<file path="src/rtl/meas_seq_ctrl.sv">
// Measurement sequencer: configures the signal generator, waits for it to settle, counts
// rising edges of sigin over a fixed gate and publishes the count, optionally sweeping all modes.
module meas_seq_ctrl #(
    parameter int unsigned GATE_CYCLES   = 100000000,
    parameter int unsigned SETTLE_CYCLES = 1000,
    parameter int unsigned CNT_W         = 24
) (
    input  logic             sysclk,
    input  logic             rst,
    input  logic             start,
    input  logic             abort,
    input  logic             auto_mode,
    input  logic [1:0]       man_mode,
    input  logic             sigin,
    output logic [1:0]       testmode,
    output logic             gen_rst_n,
    output logic             busy,
    output logic [CNT_W-1:0] result,
    output logic [1:0]       result_mode,
    output logic             result_valid,
    output logic             overflow,
    output logic             done
);

    localparam int unsigned MAX_CYCLES =
        (GATE_CYCLES > SETTLE_CYCLES) ? GATE_CYCLES : SETTLE_CYCLES;
    // One timer serves both SETTLE and GATE; it only ever counts 0 .. N-1.
    localparam int unsigned TMR_W = (MAX_CYCLES > 1) ? $clog2(MAX_CYCLES) : 1;

    localparam logic [TMR_W-1:0] SETTLE_LAST = TMR_W'(SETTLE_CYCLES - 1);
    localparam logic [TMR_W-1:0] GATE_LAST   = TMR_W'(GATE_CYCLES - 1);
    localparam logic [CNT_W-1:0] CNT_MAX     = '1;

    localparam logic [2:0] StIdle   = 3'd0;
    localparam logic [2:0] StCfg    = 3'd1;
    localparam logic [2:0] StSettle = 3'd2;
    localparam logic [2:0] StGate   = 3'd3;
    localparam logic [2:0] StLatch  = 3'd4;
    localparam logic [2:0] StFin    = 3'd5;

    logic [2:0]       state_q, state_d;
    logic [1:0]       testmode_q, testmode_d;
    logic             auto_q, auto_d;
    logic [TMR_W-1:0] tmr_q, tmr_d;
    logic [CNT_W-1:0] cnt_q, cnt_d;
    logic             ovf_q, ovf_d;
    logic [CNT_W-1:0] result_q, result_d;
    logic [1:0]       result_mode_q, result_mode_d;
    logic             overflow_q, overflow_d;
    logic             sigin_q;
    logic             sig_rise;

    assign sig_rise = sigin & ~sigin_q;

    always_comb begin
        state_d       = state_q;
        testmode_d    = testmode_q;
        auto_d        = auto_q;
        tmr_d         = tmr_q;
        cnt_d         = cnt_q;
        ovf_d         = ovf_q;
        result_d      = result_q;
        result_mode_d = result_mode_q;
        overflow_d    = overflow_q;

        case (state_q)
            StIdle: begin
                if (start && !abort) begin
                    state_d    = StCfg;
                    auto_d     = auto_mode;
                    testmode_d = auto_mode ? 2'b00 : man_mode;
                end
            end
            StCfg: begin
                state_d = StSettle;
                tmr_d   = '0;
            end
            StSettle: begin
                if (tmr_q == SETTLE_LAST) begin
                    state_d = StGate;
                    tmr_d   = '0;
                    cnt_d   = '0;
                    ovf_d   = 1'b0;
                end else begin
                    tmr_d = tmr_q + TMR_W'(1);
                end
            end
            StGate: begin
                if (sig_rise) begin
                    if (cnt_q == CNT_MAX) begin
                        ovf_d = 1'b1;
                    end else begin
                        cnt_d = cnt_q + CNT_W'(1);
                    end
                end
                // Publish on the last gate cycle so the values are already stable in LATCH.
                if (tmr_q == GATE_LAST) begin
                    state_d       = StLatch;
                    result_d      = cnt_d;
                    overflow_d    = ovf_d;
                    result_mode_d = testmode_q;
                end else begin
                    tmr_d = tmr_q + TMR_W'(1);
                end
            end
            StLatch: begin
                if (auto_q && (testmode_q != 2'b11)) begin
                    state_d    = StCfg;
                    testmode_d = testmode_q + 2'd1;
                end else begin
                    state_d = StFin;
                end
            end
            StFin: begin
                state_d = StIdle;
            end
            default: begin
                state_d = StIdle;
            end
        endcase

        // Abort discards any half-finished gate and leaves published results untouched.
        if (abort && (state_q != StIdle)) begin
            state_d       = StIdle;
            testmode_d    = testmode_q;
            result_d      = result_q;
            result_mode_d = result_mode_q;
            overflow_d    = overflow_q;
        end
    end

    always_ff @(posedge sysclk) begin
        if (rst) begin
            state_q       <= StIdle;
            testmode_q    <= 2'b00;
            auto_q        <= 1'b0;
            tmr_q         <= '0;
            cnt_q         <= '0;
            ovf_q         <= 1'b0;
            result_q      <= '0;
            result_mode_q <= 2'b00;
            overflow_q    <= 1'b0;
            sigin_q       <= 1'b0;
        end else begin
            state_q       <= state_d;
            testmode_q    <= testmode_d;
            auto_q        <= auto_d;
            tmr_q         <= tmr_d;
            cnt_q         <= cnt_d;
            ovf_q         <= ovf_d;
            result_q      <= result_d;
            result_mode_q <= result_mode_d;
            overflow_q    <= overflow_d;
            sigin_q       <= sigin;
        end
    end

    assign testmode     = testmode_q;
    assign gen_rst_n    = (state_q != StCfg);
    assign busy         = (state_q != StIdle);
    assign result       = result_q;
    assign result_mode  = result_mode_q;
    assign result_valid = (state_q == StLatch);
    assign overflow     = overflow_q;
    assign done         = (state_q == StFin);

    a_valid_done_excl: assert property (@(posedge sysclk) disable iff (rst)
        !(result_valid && done));
    a_abort_to_idle: assert property (@(posedge sysclk) disable iff (rst)
        (abort && busy) |=> !busy);
    a_start_to_busy: assert property (@(posedge sysclk) disable iff (rst)
        (start && !abort && !busy) |=> busy);

endmodule

</file>
<file path="config.mk">
export PLATFORM = sky130hd
export DESIGN_NAME = meas_seq_ctrl
export DESIGN_NICKNAME = d
export VERILOG_FILES = /design/src/rtl/meas_seq_ctrl.sv
export SDC_FILE = /design/constraint.sdc
export NUM_CORES = 1
export LEC_CHECK = 0
export ABC_CLOCK_PERIOD_IN_PS = 5700
export CAP_MARGIN = 0
export CORE_MARGIN = 5
export CORE_UTILIZATION = 48
export CTS_CLUSTER_SIZE = 40
export DETAILED_ROUTE_END_ITERATION = 7
export PLACE_DENSITY = 0.68
export SLEW_MARGIN = 20
export SYNTH_ARGS = -nofsm -noshare
export SYNTH_HDL_FRONTEND = slang
export SYNTH_SLANG_ARGS = --single-unit
</file>
<file path="constraint.sdc">
create_clock -name sysclk -period 5.7 [get_ports sysclk]
set_input_delay 0.855 -clock sysclk [delete_from_list [all_inputs] [get_ports sysclk]]
set_output_delay 0.855 -clock sysclk [all_outputs]
set_load 0.01 [all_outputs]
</file>
==> results.sh <==
export IMPL_syn_nets=553
export IMPL_crit_slowest_cell="o41ai_4"
export IMPL_n_fill_cell=911
export IMPL_cts_resized=0
export IMPL_syn_instance_count=542
export IMPL_fp_dieH_um=109
export IMPL_hold_depth=1
export IMPL_grt_usage_pct=20.1
export IMPL_dp_hpwl_um=8220
export IMPL_dr_pass1_iters=5
export IMPL_first_iter_violations=300
export IMPL_yosysSeqAreaShare_pct=36.3
export IMPL_ys_warn_count=0
export IMPL_p_clk_share_pct=40.2
export IMPL_antenna_cells=0
export IMPL_tightestPinTransition_ns=0.745
export IMPL_grt_overflow=0
export IMPL_grt_max_degree=45
export IMPL_cts_htree_levels=3
export IMPL_power_density_mw_per_mm2=206
export IMPL_ys_top_cells_by_area="dfxtp_1, xnor2_1, nor2_1"
export IMPL_drive_gt1_share_pct=8.91
export IMPL_critPathCaptureType="flop"
export IMPL_io_buffers=40
export IMPL_coreArea_mm2=0.00968
export IMPL_grt_setup_unrepaired="no"
export IMPL_period_minus_slack_ns=2.89
export IMPL_critPathMaxStageDelay_ns=0.64
export IMPL_cp_start_kind="flop"
export IMPL_ioPinCount=41
export IMPL_synth_flop_cell="dfxtp_1"
export IMPL_hold_viol=0
export IMPL_drt_wl_total_um=11600
export IMPL_grt_pass1_vias=3743
export IMPL_syn_to_final_growth_pct=11.9
export IMPL_post_synth_top_area_fraction_pct=36.3
export IMPL_cts_hold_buf=0
export IMPL_vias=4146
export IMPL_fin_worst_skew_ns=0.0150
export IMPL_route_detailed_drc=0
export IMPL_ant_nets=0
export IMPL_worstPathRequired_ns=5.93
export IMPL_viasPerCell=5.97
export IMPL_wl_per_cell_um=16.7
export IMPL_path_class="flop to flop"
export IMPL_outcome="finished, final reports clean"
export IMPL_grt_pass1_wl_um=19100
export IMPL_seq_power_share_pct=55.6
export IMPL_die_area_mm2=0.0120
export IMPL_critPathMaxFanout=15
export IMPL_crit_arrival_ns=3.12
export IMPL_finish_net_count=567
export IMPL_tns_ns=0
export IMPL_path_cells="ha_1, nor4bb_1, nand4_1, o41ai_4, or2_1, a31oi_1"
export IMPL_slew_headroom_pct=50.2
export IMPL_cts_setup_buffers=0
export IMPL_synth_distinct_cells=76
export IMPL_path_clk_slew_ns=0.09
export IMPL_drv_cap=0
export IMPL_clk_root_buffer_cell="clkbuf_8"
export IMPL_die_w_um=109
export IMPL_synth_top_area_cell="dfxtp_1"
export IMPL_async_reset_ff_share_pct=0
export IMPL_ir_drop_mv=0.137
export IMPL_initial_core_util_pct=48.9
export IMPL_power_internal_mw=0.826
export IMPL_cts_sinks=86
export IMPL_max_freq_ghz=0.346
export IMPL_cts_max_path_buffers=2
export IMPL_antenna_found_initial=0
export IMPL_row_count=36
export IMPL_finalCritPeriodShare_pct=50.7
export IMPL_cts_buffers=9
export IMPL_syn_avg_cell_area_um2=8.74
export IMPL_r2r_cells=6
export IMPL_dpl_cell_area_mm2=0.00510
export IMPL_synth_area_mm2=0.00474
export IMPL_cts_tree="built"
export IMPL_power_total_mw=1.09
export IMPL_p_leak_nw=1.62
export IMPL_setup_viol=0
export IMPL_synth_edf_count=0
export IMPL_hold_path_class="flop to flop"
export IMPL_timing_final_max_slew_violations=0
export IMPL_clkLatencyLatePin_ns=0.37
export IMPL_ys_seq_elements=86
export IMPL_switching_power_mw=0.267
export IMPL_place_congestion=0.853
export IMPL_power_frac_comb_pct=4.2
export IMPL_stdcell_area_mm2=0.00530
export IMPL_p_sw_share_pct=24.4
==> Yosys cell counts (all sizes together), types with 2 or more instances <==
cell type	number
a2111oi	4
a211o	2
a211oi	27
a21o	5
a21oi	33
a31o	3
a31oi	16
a41oi	3
and2	4
and3	10
and4	10
buf	24
clkbuf	15
dfxtp	86
ha	3
inv	9
mux2i	9
nand2	28
nand2b	9
nand3	21
nand4	25
nand4b	3
nor2	57
nor2b	4
nor3	14
nor3b	3
nor4	14
o21ai	16
o21ba	2
o22ai	3
o31a	3
o31ai	5
o32ai	2
or2	3
or3	9
or4	8
xnor2	29
xor2	4
==> metal layers <==
metal / global-route usage (%) / part of all wire, %
met1: 32.6 / 53
met5: 0 / 0
met3: 2.82 / 5.2
met2: 26.7 / 40
met4: 6.41 / 1.3
==> cells by family (layout without fill, tap and decap cells) <==
group	after synthesis	count (layout)	synth area share [%]
AO/OA/AOI/OAI	134	134	21.0
multiplexers	10	10	2.14
AND/OR/NAND/NOR	228	228	28.0
XOR/XNOR	33	33	6.10
adder cells (fa/ha/maj)	3	3	0.792
flip-flops	86	86	36.3
buffers and inverters	48	67	5.63
==> state kept, by name, summed over array words and instances, names as in the netlist <==
signal       flops
ovf_q            1
tmr_q           27
testmode         2
result_mode      2
cnt_q           24
overflow         1
result          24
state_q          3
sigin_q          1
auto_q           1
==> power groups by stage <==
stage               registers [mW]  clock network, mW  logic (mW)
floorplan                    0.620                  0      0.0337
global placement             0.621                  0      0.0450
detailed placement           0.622                  0      0.0457
CTS                          0.607              0.448      0.0460
global route                 0.608              0.476      0.0508
finish                       0.607              0.439      0.0462
==> cell usage in the layout, fill, tap and decap left out, types with 4 or more instances in the layout <==
| cell | synthesis | final |
|---|---|---|
| nor2_1 | 57 | 56 |
| xnor2_1 | 29 | 29 |
| and4_1 | 9 | 9 |
| a211oi_2 | 4 | 4 |
| clkdlybuf4s50_1 | 0 | 40 |
| xor2_1 | 4 | 4 |
| a21oi_1 | 32 | 32 |
| or3_1 | 8 | 8 |
| nand3_1 | 20 | 20 |
| a21o_1 | 5 | 5 |
| nand2_1 | 28 | 28 |
| inv_1 | 9 | 9 |
| dfxtp_1 | 86 | 86 |
| mux2i_1 | 9 | 9 |
| nor4_1 | 11 | 11 |
| nand4_1 | 22 | 22 |
| a211oi_1 | 23 | 23 |
| o31ai_1 | 5 | 5 |
| a31oi_1 | 16 | 16 |
| nor2b_1 | 4 | 4 |
| nor3_1 | 12 | 12 |
| nand2b_1 | 9 | 9 |
| and3_1 | 9 | 8 |
| o21ai_0 | 15 | 15 |
| clkbuf_8 | 0 | 9 |
| and2_1 | 4 | 4 |
| or4_1 | 7 | 7 |
==> critical path, delay by kind of cell, from the launching register on <==
kind	cells	cell delay (ns)
simple gates	3	1.24
fa+ha+maj	1	0.30
flops	1	0.41
compound gates	2	0.81
==> cell type report <==
class | count | area [µm²] | share of cell area (%)
Multi-Input combinational cell | 408 | 2770 | 52.2
Sequential cell | 86 | 1720 | 32.5
Timing Repair Buffer | 42 | 415 | 7.84
Tap cell | 133 | 166 | 3.14
Clock buffer | 10 | 128 | 2.41
Clock inverter | 6 | 70.1 | 1.32
Inverter | 9 | 33.8 | 0.637
==> per-stage QoR <==
step | util [%] | worst slack, ns | hold WS (ns) | instances
global placement | 52.6 | 2.40 | 0.463 | 678
global route | 54.7 | 2.64 | 0.525 | 694
CTS | 54.7 | 2.83 | 0.501 | 694
detailed placement | 52.7 | 2.47 | 0.475 | 678
finish | 54.7 | 2.81 | 0.494 | 694
floorplan | - | 3.47 | 0.442 | 542
==> worst paths after layout <==
check	start	slack (ns)	to
max	tmr_q[0]	2.81	cnt_q[2]
min	result[2]	0.49	result[2]
max reg2reg	tmr_q[0]	2.81	cnt_q[2]
min reg2reg	result[2]	0.49	result[2]
No activity file was read; power rests on OpenSTA's default activity.
